<file path="src/rtl/net_bus_tx7_if.sv">
// NetBus bus bundle for the 7-port transmit router: one input beat stream
// and seven registered output streams sharing a broadcast data bus.
interface net_bus_tx7_if #(
  parameter int DATA_WIDTH = 4
);
  localparam int W = DATA_WIDTH*9 + 14;

  logic [W-1:0] TDATA;
  logic         TVALID;
  logic         TREADY;

  logic [W-1:0] TDATA0, TDATA1, TDATA2, TDATA3, TDATA4, TDATA5, TDATA6;
  logic         TVALID0, TVALID1, TVALID2, TVALID3, TVALID4, TVALID5, TVALID6;
  logic         TREADY0, TREADY1, TREADY2, TREADY3, TREADY4, TREADY5, TREADY6;

  // Router side: sinks the input stream, sources the seven port streams.
  modport slave (
    input  TDATA, TVALID,
    input  TREADY0, TREADY1, TREADY2, TREADY3, TREADY4, TREADY5, TREADY6,
    output TREADY,
    output TDATA0, TDATA1, TDATA2, TDATA3, TDATA4, TDATA5, TDATA6,
    output TVALID0, TVALID1, TVALID2, TVALID3, TVALID4, TVALID5, TVALID6
  );

  // Frame source and per-port transmit slices.
  modport master (
    output TDATA, TVALID,
    output TREADY0, TREADY1, TREADY2, TREADY3, TREADY4, TREADY5, TREADY6,
    input  TREADY,
    input  TDATA0, TDATA1, TDATA2, TDATA3, TDATA4, TDATA5, TDATA6,
    input  TVALID0, TVALID1, TVALID2, TVALID3, TVALID4, TVALID5, TVALID6
  );
endinterface

</file>
<file path="src/rtl/net_bus_tx7.sv">
// NetBus transmit router: steers whole frames to one of seven ports using the
// route code of the first beat; unmapped frames are dropped and counted.
//
// state   | meaning
// --------+---------------------------------------------------------------
// IDLE    | waiting for a frame's first beat; route code decoded here
// FWD     | forwarding the remaining beats of a frame to cur_port
// DROP    | discarding the remaining beats of an unmapped frame
module net_bus_tx7 #(
  parameter int          DATA_WIDTH = 4,
  parameter logic [31:0] PORT_ROUTE = 32'h76543210
) (
  input  logic          CLK,
  input  logic          RESET,
  net_bus_tx7_if.slave  bus,
  output logic [15:0]   DROP_COUNT
);
  localparam int W = DATA_WIDTH*9 + 14;

  typedef enum logic [1:0] {
    ST_IDLE = 2'd0,
    ST_FWD  = 2'd1,
    ST_DROP = 2'd2
  } state_t;

  state_t       state_q, state_d;
  logic [2:0]   cur_port_q, cur_port_d;
  logic [W-1:0] obuf_data_q, obuf_data_d;
  logic         obuf_valid_q, obuf_valid_d;
  logic [2:0]   obuf_port_q, obuf_port_d;
  logic [15:0]  drop_cnt_q, drop_cnt_d;

  logic         in_last;
  logic [2:0]   in_code;
  logic [3:0]   dest;
  logic         dest_drop;
  logic [7:0]   tready_vec;
  logic         sel_ready;
  logic         drain;
  logic         can_load;
  logic         in_ready;
  logic         accept;
  logic         load;
  logic [2:0]   load_port;

  // Input decode and ready generation.
  always_comb begin
    in_last    = bus.TDATA[0];
    in_code    = bus.TDATA[3:1];
    dest       = PORT_ROUTE[{in_code, 2'b00} +: 4];
    dest_drop  = (dest > 4'd6);
    tready_vec = {1'b0, bus.TREADY6, bus.TREADY5, bus.TREADY4, bus.TREADY3,
                  bus.TREADY2, bus.TREADY1, bus.TREADY0};
    sel_ready  = tready_vec[obuf_port_q];
    drain      = obuf_valid_q & sel_ready;
    can_load   = ~obuf_valid_q | sel_ready;

    in_ready = can_load;
    case (state_q)
      ST_DROP: in_ready = 1'b1;
      ST_IDLE: in_ready = dest_drop | can_load;
      default: in_ready = can_load;
    endcase

    accept = bus.TVALID & in_ready;
  end

  // Next-state, obuf and drop counter.
  always_comb begin
    state_d      = state_q;
    cur_port_d   = cur_port_q;
    obuf_data_d  = obuf_data_q;
    obuf_valid_d = obuf_valid_q;
    obuf_port_d  = obuf_port_q;
    drop_cnt_d   = drop_cnt_q;
    load         = 1'b0;
    load_port    = cur_port_q;

    if (drain) begin
      obuf_valid_d = 1'b0;
    end

    case (state_q)
      ST_IDLE: begin
        if (accept) begin
          if (!dest_drop) begin
            load       = 1'b1;
            load_port  = dest[2:0];
            cur_port_d = dest[2:0];
            if (!in_last) begin
              state_d = ST_FWD;
            end
          end else begin
            if (drop_cnt_q != 16'hFFFF) begin
              drop_cnt_d = drop_cnt_q + 16'd1;
            end
            if (!in_last) begin
              state_d = ST_DROP;
            end
          end
        end
      end
      ST_FWD: begin
        if (accept) begin
          load = 1'b1;
          if (in_last) begin
            state_d = ST_IDLE;
          end
        end
      end
      ST_DROP: begin
        if (accept && in_last) begin
          state_d = ST_IDLE;
        end
      end
      default: begin
        state_d = ST_IDLE;
      end
    endcase

    // A load on the same edge as a drain overrides the clear: full throughput.
    if (load) begin
      obuf_data_d  = bus.TDATA;
      obuf_valid_d = 1'b1;
      obuf_port_d  = load_port;
    end
  end

  always_ff @(posedge CLK) begin
    if (RESET) begin
      state_q      <= ST_IDLE;
      cur_port_q   <= 3'd0;
      obuf_data_q  <= '0;
      obuf_valid_q <= 1'b0;
      obuf_port_q  <= 3'd0;
      drop_cnt_q   <= 16'd0;
    end else begin
      state_q      <= state_d;
      cur_port_q   <= cur_port_d;
      obuf_data_q  <= obuf_data_d;
      obuf_valid_q <= obuf_valid_d;
      obuf_port_q  <= obuf_port_d;
      drop_cnt_q   <= drop_cnt_d;
    end
  end

  assign bus.TREADY = in_ready;

  assign bus.TDATA0 = obuf_data_q;
  assign bus.TDATA1 = obuf_data_q;
  assign bus.TDATA2 = obuf_data_q;
  assign bus.TDATA3 = obuf_data_q;
  assign bus.TDATA4 = obuf_data_q;
  assign bus.TDATA5 = obuf_data_q;
  assign bus.TDATA6 = obuf_data_q;

  assign bus.TVALID0 = obuf_valid_q & (obuf_port_q == 3'd0);
  assign bus.TVALID1 = obuf_valid_q & (obuf_port_q == 3'd1);
  assign bus.TVALID2 = obuf_valid_q & (obuf_port_q == 3'd2);
  assign bus.TVALID3 = obuf_valid_q & (obuf_port_q == 3'd3);
  assign bus.TVALID4 = obuf_valid_q & (obuf_port_q == 3'd4);
  assign bus.TVALID5 = obuf_valid_q & (obuf_port_q == 3'd5);
  assign bus.TVALID6 = obuf_valid_q & (obuf_port_q == 3'd6);

  assign DROP_COUNT = drop_cnt_q;
endmodule

</file>
<file path="src/flat_wrapper.sv">
// flat-port wrapper written by rule: the top's interface ports become plain ports
module net_bus_tx7_flat 
#(
  parameter int          DATA_WIDTH = 4,
  parameter logic [31:0] PORT_ROUTE = 32'h76543210
)
  (CLK, RESET, DROP_COUNT, bus_TDATA, bus_TVALID, bus_TREADY0, bus_TREADY1, bus_TREADY2, bus_TREADY3, bus_TREADY4, bus_TREADY5, bus_TREADY6, bus_TREADY, bus_TDATA0, bus_TDATA1, bus_TDATA2, bus_TDATA3, bus_TDATA4, bus_TDATA5, bus_TDATA6, bus_TVALID0, bus_TVALID1, bus_TVALID2, bus_TVALID3, bus_TVALID4, bus_TVALID5, bus_TVALID6);
  net_bus_tx7_if #(.DATA_WIDTH(DATA_WIDTH)) bus_i ();
  input  logic CLK;
  input  logic RESET;
  output logic [15:0] DROP_COUNT;
  input wire logic [$bits(bus_i.TDATA)-1:0] bus_TDATA;
  input wire logic [$bits(bus_i.TVALID)-1:0] bus_TVALID;
  input wire logic [$bits(bus_i.TREADY0)-1:0] bus_TREADY0;
  input wire logic [$bits(bus_i.TREADY1)-1:0] bus_TREADY1;
  input wire logic [$bits(bus_i.TREADY2)-1:0] bus_TREADY2;
  input wire logic [$bits(bus_i.TREADY3)-1:0] bus_TREADY3;
  input wire logic [$bits(bus_i.TREADY4)-1:0] bus_TREADY4;
  input wire logic [$bits(bus_i.TREADY5)-1:0] bus_TREADY5;
  input wire logic [$bits(bus_i.TREADY6)-1:0] bus_TREADY6;
  output wire logic [$bits(bus_i.TREADY)-1:0] bus_TREADY;
  output wire logic [$bits(bus_i.TDATA0)-1:0] bus_TDATA0;
  output wire logic [$bits(bus_i.TDATA1)-1:0] bus_TDATA1;
  output wire logic [$bits(bus_i.TDATA2)-1:0] bus_TDATA2;
  output wire logic [$bits(bus_i.TDATA3)-1:0] bus_TDATA3;
  output wire logic [$bits(bus_i.TDATA4)-1:0] bus_TDATA4;
  output wire logic [$bits(bus_i.TDATA5)-1:0] bus_TDATA5;
  output wire logic [$bits(bus_i.TDATA6)-1:0] bus_TDATA6;
  output wire logic [$bits(bus_i.TVALID0)-1:0] bus_TVALID0;
  output wire logic [$bits(bus_i.TVALID1)-1:0] bus_TVALID1;
  output wire logic [$bits(bus_i.TVALID2)-1:0] bus_TVALID2;
  output wire logic [$bits(bus_i.TVALID3)-1:0] bus_TVALID3;
  output wire logic [$bits(bus_i.TVALID4)-1:0] bus_TVALID4;
  output wire logic [$bits(bus_i.TVALID5)-1:0] bus_TVALID5;
  output wire logic [$bits(bus_i.TVALID6)-1:0] bus_TVALID6;
  assign bus_i.TDATA = bus_TDATA;
  assign bus_i.TVALID = bus_TVALID;
  assign bus_i.TREADY0 = bus_TREADY0;
  assign bus_i.TREADY1 = bus_TREADY1;
  assign bus_i.TREADY2 = bus_TREADY2;
  assign bus_i.TREADY3 = bus_TREADY3;
  assign bus_i.TREADY4 = bus_TREADY4;
  assign bus_i.TREADY5 = bus_TREADY5;
  assign bus_i.TREADY6 = bus_TREADY6;
  assign bus_TREADY = bus_i.TREADY;
  assign bus_TDATA0 = bus_i.TDATA0;
  assign bus_TDATA1 = bus_i.TDATA1;
  assign bus_TDATA2 = bus_i.TDATA2;
  assign bus_TDATA3 = bus_i.TDATA3;
  assign bus_TDATA4 = bus_i.TDATA4;
  assign bus_TDATA5 = bus_i.TDATA5;
  assign bus_TDATA6 = bus_i.TDATA6;
  assign bus_TVALID0 = bus_i.TVALID0;
  assign bus_TVALID1 = bus_i.TVALID1;
  assign bus_TVALID2 = bus_i.TVALID2;
  assign bus_TVALID3 = bus_i.TVALID3;
  assign bus_TVALID4 = bus_i.TVALID4;
  assign bus_TVALID5 = bus_i.TVALID5;
  assign bus_TVALID6 = bus_i.TVALID6;
  net_bus_tx7 #(.DATA_WIDTH(DATA_WIDTH), .PORT_ROUTE(PORT_ROUTE)) u_core (.CLK(CLK), .RESET(RESET), .bus(bus_i), .DROP_COUNT(DROP_COUNT));
endmodule
</file>
<file path="config.mk">
export PLATFORM = sky130hd
export DESIGN_NAME = net_bus_tx7_flat
export DESIGN_NICKNAME = d
export VERILOG_FILES = /design/src/rtl/net_bus_tx7_if.sv /design/src/rtl/net_bus_tx7.sv /design/src/flat_wrapper.sv
export SDC_FILE = /design/constraint.sdc
export NUM_CORES = 1
export LEC_CHECK = 0
export CAP_MARGIN = 20
export CORE_AREA = 3 3 169 171
export CTS_CLUSTER_SIZE = 40
export DETAILED_ROUTE_END_ITERATION = 6
export DIE_AREA = 0 0 172 174
export SLEW_MARGIN = 20
export SYNTH_ARGS = -nofsm -noshare
export SYNTH_HDL_FRONTEND = slang
export SYNTH_SLANG_ARGS = --single-unit
</file>
<file path="constraint.sdc">
create_clock -name CLK -period 2.2 [get_ports CLK]
set_clock_uncertainty 0.05 [all_clocks]
set_input_delay 0.33 -clock CLK [delete_from_list [all_inputs] [get_ports CLK]]
set_output_delay 0.33 -clock CLK [all_outputs]
set_load 0.005 [all_outputs]
</file>
==> qor.yml, run 1 <==
status: "finished, final reports clean"
wl_um: 18500
worstPathArrival_ns: 1.73
drt_pass1_iterations: 4
critPathCaptureType: "primary output"
antenna_cells: 0
synth_warnings: 0
drive_gt1_frac: 0.0845
cts_setup_buffers: 0
dp_hpwl_um: 15000
finalHoldViolations: 0
die_x_um: 172
die_h_um: 174
synthCells: 711
synth-main-ff-cell: "dfxtp_1"
switching_power_uw: 1270
clkTransAtPathRegs_ns: 0.06
syn-cell-area_sq_um: 6100
fin_crit_sh: 0.960
power_frac_seq: 0.358
synth.distinct_cells: 38
placementRows: 60
vdd_drop_max_mv: 0.250
initial_core_util: 0.226
cp.required_ns: 1.82
power_density_nw_per_um2: 509
io_pins: 434
rsz0062_at_grt: "no"
ys_ff_latch: 75
via_per_inst: 3.92
nets: 921
grt_max_degree: 65
seq_area_frac_synth: 0.246
dr.first_iter.drc_count: 137
num_vias: 4725
cts.sinks: 75
first_global_vias: 4499
synth_commonest_cells: "buf_4 (303), nand2b_1 (111), dfxtp_1 (75)"
slew_violations: 0
htree_levels: 3
synthToLayoutAreaGrowth_pct: 48.0
final_util: 0.334
leakagePower_uw: 0.00326
clock_power_share: 0.301
crit_path_start_kind: "flop"
p_int_uw: 3330
coreArea_sq_um: 27000
grt_overflow: 0
placed_cell_area_sq_um: 8740
cp_max_fo: 6
grt_pass1_wl_um: 27100
cts_root_buf: "clkbuf_16"
slew-limit-headroom: 0.683
setup-tns-final_ns: 0
worstMarginPinSlew_ns: 0.475
port_buffers: 433
crit_type: "reg -> out"
synth_top_area_cell: "buf_4"
hp-class: "in -> reg"
yosys.area.top_type_share: 0.373
cts_made_buffers: 9
fmax_mhz: 474
finalPower_uw: 4590
synth.most_common_cell: "buf_4"
avgSynthCellArea_sq_um: 8.57
synth_edf_count: 0
maxCapViolations: 0
ys_top_cells_by_area: "buf_4 (37%), dfxtp_1 (25%), nand2b_1 (11%), mux2i_1 (9.7%), mux2_2 (3.1%)"
setup_violations: 0
swShare: 0.276
gp_congestion: 0.781
async_reset_ff_frac: 0
min_period_ns: 2.11
pwr-share-comb: 0.341
finalInstanceArea_sq_um: 9020
syn_nets: 772
clk_latency_ns: 0.34
drcViolationCount: 0
ant_nets: 0
routedWlPerCell_um: 15.3
clockBufferDepth: 2
holdWs_ns: 0.337
grt.total_usage: 0.116
antenna_found_initial: 0
die-area_sq_um: 29900
cts_tree: "yes"
==> routing by layer <==
metal | routed length (um) | share of wire | up-vias | global-route usage
li1 | - | - | 2312 | -
met1 | 7540 | 0.41 | 2191 | 0.141
met2 | 9540 | 0.52 | 211 | 0.211
met3 | 1260 | 0.068 | 11 | 0.0227
met4 | 148 | 0.0080 | 0 | 0.0250
met5 | 0 | 0 | - | 0
==> cells by family (layout without fill, tap and decap cells) <==
family | Yosys count | count (layout) | synth area share
buffers and inverters | 327 | 480 | 0.391
DFF | 75 | 75 | 0.246
muxes | 78 | 78 | 0.136
AOI/OAI and AO/OA | 26 | 26 | 0.0316
adders and majority gates | 1 | 1 | 0.00205
and+or+nand+nor | 204 | 204 | 0.194
==> flip-flops by register name, summed over array words and instances, names as in the netlist <==
signal and count:
u_core.cur_port_q 3, u_core.obuf_valid_q 1, u_core.obuf_port_q 3, u_core.DROP_COUNT 16, u_core.bus.TDATA0 50, u_core.state_q 2
==> timing repair <==
item / CTS / global route
resized for setup: 5 / 3
endpoints found under the setup margin: 6 / 3
hold buffers: 0 / 0
==> power by group through the flow <==
stage	Clock [uW]	Sequential, uW	Combinational, uW
after floorplan	0	1610	958
after global placement	0	1680	1580
after detailed placement	0	1690	1590
after CTS	1460	1660	1590
after global routing	1510	1680	1680
final	1380	1650	1570
==> metrics by stage <==
| stage | worst slack [ns] | instances |
|---|---|---|
| floorplan | 0.275 | 711 |
| finish | 0.0882 | 1205 |
| global route | 0.0116 | 1205 |
| global placement | -0.267 | 1190 |
| detailed placement | -0.283 | 1190 |
| CTS | 0.00271 | 1205 |
==> layout make-up <==
type,instances,area [sq um]
inverter,2,7.51
fill,2788,18000
sequential,75,1510
clock buffer,10,239
multi-input combinational,309,2220
timing repair buffer,463,4590
tap,341,427
clock inverter,5,30.0
==> layout by cell type (no fill, tap or decap), types with 3 or more instances in the layout <==
master / netlist / final
a211oi_1: 3 / 3
a21oi_1: 8 / 8
a311oi_1: 3 / 3
and3_1: 3 / 3
buf_12: 0 / 3
buf_4: 303 / 28
clkbuf_16: 0 / 9
clkdlybuf4s50_1: 0 / 431
clkinv_2: 0 / 3
dfxtp_1: 75 / 73
mux2_2: 17 / 17
mux2i_1: 59 / 59
nand2_1: 11 / 11
nand2b_1: 111 / 111
nand3_1: 9 / 9
nand4_1: 4 / 4
nor2_1: 28 / 28
nor2b_1: 17 / 17
nor3_1: 5 / 3
nor4_1: 6 / 6
nor4b_1: 4 / 4
==> worst paths after layout <==
check	startpoint	to	slack, ns	depth (start not counted)
setup / recovery	u_core.obuf_port_q[2]$_SDFFE_PP0P_	bus_TVALID0	0.09	4
hold / removal	RESET	u_core.obuf_valid_q$_SDFFE_PP0P_	0.34	2
setup reg to reg	u_core.obuf_port_q[1]$_SDFFE_PP0P_	u_core.bus.TDATA0[27]$_SDFFE_PP0P_	0.20	6
hold reg to reg	u_core.cur_port_q[0]$_SDFF_PP0_	u_core.cur_port_q[0]$_SDFF_PP0_	0.43	2
==> worst max-delay path, cell delays in order, from the launching register on <==
cell	delay, ns
dfxtp_1	0.33
buf_4	0.16
nand2b_1	0.23
nor3_2	0.16
clkdlybuf4s50_1	0.52
No activity file was read; power rests on OpenSTA's default activity.
==> inputs of run 2 (changes only) <==
HOLD_SLACK_MARGIN = 0.02   (was default)
SKIP_LAST_GASP = 1   (was default)
==> run 2 against run 1 <==
Effect of this change:
- routed wire length about the same
- clock power about the same
- maximum frequency decreased by 1.9%
- setup slack got worse by 0.041 ns
- global-route usage unchanged
- flip-flop and latch count unchanged
- critical path type is now in -> out
- critical endpoint is now bus_TREADY
==> qor.yml, run 2 (synthesis results as in run 1) <==
clock_power_share: 0.300  # about the same
cts_made_buffers: 9  # unchanged
swShare: 0.276  # about the same
worst_path_max_delay_cell: "clkdlybuf4s50_1"
antenna_cells: 0  # unchanged
port_buffers: 433  # unchanged
finalInstanceArea_sq_um: 9030  # about the same
hp-start: "RESET"
grt.total_usage: 0.116  # unchanged
coreArea_sq_um: 27000  # unchanged
cts_root_buf: "clkbuf_16"
critPathMaxStageDelay_ns: 0.49  # -0.03 ns
synthToLayoutAreaGrowth_pct: 48.1  # about the same
clkTransAtPathRegs_ns: 0.06  # about the same
die-area_sq_um: 29900  # unchanged
holdWs_ns: 0.337  # -0.0000850 ns
holdPathStages: 2  # unchanged
clk_latency_ns: 0.34  # about the same
grt_max_degree: 65  # unchanged
power_frac_seq: 0.358  # about the same
p_int_uw: 3330  # about the same
status: "finished, final reports clean"
nets: 921  # unchanged
maxCapViolations: 0  # unchanged
crit_path_start_kind: "input pin"
slew_violations: 0  # unchanged
setup-tns-final_ns: 0  # unchanged
num_vias: 4719  # -0.13%
cts.sinks: 75  # unchanged
dp_hpwl_um: 15000  # unchanged
routedWlPerCell_um: 15.3  # about the same
crit_chain: "clkdlybuf4s50_1 -> mux2i_1 -> mux4_2 -> nand3_1 -> clkdlybuf4s15_1"
power_density_nw_per_um2: 509  # about the same
via_per_inst: 3.92  # -0.13%
placementRows: 60  # unchanged
mostFrequentLayoutCells: "clkdlybuf4s50_1 (431), nand2b_1 (111), dfxtp_1 (73)"
min_period_ns: 2.15  # +0.0413 ns
critPathLaunch: "bus_TREADY2"
io_pins: 434  # unchanged
clockBufferDepth: 2  # unchanged
ant_nets: 0  # unchanged
first_global_vias: 4499  # unchanged
cts_tree: "yes"
drcViolationCount: 0  # unchanged
min_to: "u_core.obuf_valid_q$_SDFFE_PP0P_"
htree_levels: 3  # unchanged
leakagePower_uw: 0.00326  # about the same
die_h_um: 174  # unchanged
pwr-share-comb: 0.341  # about the same
slew-limit-headroom: 0.683  # unchanged
worstMarginPinSlew_ns: 0.475  # unchanged
largest_reg_flops: 50  # unchanged
grt_pass1_wl_um: 27100  # unchanged
worstRegToRegCells: 6  # unchanged
drive_gt1_frac: 0.0833  # -0.00116
antenna_found_initial: 0  # unchanged
grt_overflow: 0  # unchanged
placedCellCount: 1190  # unchanged
cts_setup_buffers: 0  # unchanged
vdd_drop_max_mv: 0.250  # about the same
crit_type: "in -> out"
gp_congestion: 0.781  # unchanged
die_x_um: 172  # unchanged
setup_violations: 0  # unchanged
dr.first_iter.drc_count: 139  # +1.5%
r2r_start: "u_core.obuf_port_q[1]$_SDFFE_PP0P_"
fin_cells: 1205  # unchanged
initial_core_util: 0.226  # unchanged
rsz0062_at_grt: "yes"
reg2reg_slack_ns: 0.20  # about the same
fin_crit_sh: 0.979  # +0.0188
cp_max_fo: 2  # -4
finalHoldViolations: 0  # unchanged
worstPathArrival_ns: 1.77  # +0.04 ns
fmax_mhz: 464  # -1.9%
wl_um: 18500  # about the same
hp-class: "in -> reg"
final_util: 0.334  # about the same
switching_power_uw: 1270  # about the same
r2r_end: "u_core.bus.TDATA0[27]$_SDFFE_PP0P_"
placed_cell_area_sq_um: 8740  # unchanged
drt_pass1_iterations: 4  # unchanged
cp.required_ns: 1.82  # about the same
critPathCaptureType: "primary output"
mostFrequentLayoutCell: "clkdlybuf4s50_1"
run 2: worst max-delay path by stage:
| stage | end | cells after the start |
|---|---|---|
| 2_1_floorplan | u_core.cur_port_q[1]$_SDFF_PP0_ | 6 |
| 3_3_place_gp | bus_TREADY | 5 |
| 3_5_place_dp | bus_TREADY | 5 |
| 4_1_cts | bus_TREADY | 5 |
| 5_1_grt | bus_TREADY | 5 |
| 6_report | bus_TREADY | 5 |
run 2: routing by layer:
| layer | global-route usage | routed length [um] | up-vias |
|---|---|---|---|
| met1 | 0.141 | 7540 | 2187 |
| met5 | 0 | 0 | - |
| li1 | - | - | 2312 |
| met4 | 0.0250 | 148 | 0 |
| met3 | 0.0227 | 1260 | 11 |
| met2 | 0.211 | 9540 | 209 |
run 2: timing repair:
item / 4_1_cts / 5_1_grt
pin swaps: 0 / 0
hold buffers: 0 / 0
setup endpoints to repair: 6 / 3
gates resized for setup: 4 / 3
run 2: final cells by class:
| type | instances | area (sq um) |
|---|---|---|
| Sequential cell | 75 | 1510 |
| Clock buffer | 10 | 239 |
| Tap cell | 341 | 427 |
| Inverter | 2 | 7.51 |
| Fill cell | 2787 | 18000 |
| Timing Repair Buffer | 463 | 4590 |
| Clock inverter | 5 | 30.0 |
| Multi-Input combinational cell | 309 | 2220 |
run 2: power by group through the flow:
stage / logic, uW / clock network (uW) / registers (uW)
3_5_place_dp: 1590 / 0 / 1690
4_1_cts: 1590 / 1460 / 1660
5_1_grt: 1680 / 1510 / 1680
6_report: 1570 / 1380 / 1650
2_1_floorplan: 958 / 0 / 1610
3_3_place_gp: 1580 / 0 / 1680
run 2: critical path, delay by kind of cell:
kind	cells	cell delay [ns]
buffers and inverters	2	0.74
AND/OR/NAND/NOR	1	0.12
multiplexers	2	0.59
run 2: per-stage QoR:
stage               worst slack (ns)  total power (uW)
floorplan                      0.275              2570
global placement              -0.267              3260
detailed placement            -0.283              3280
CTS                          -0.0107              4710
global route                 -0.0531              4870
finish                        0.0469              4590
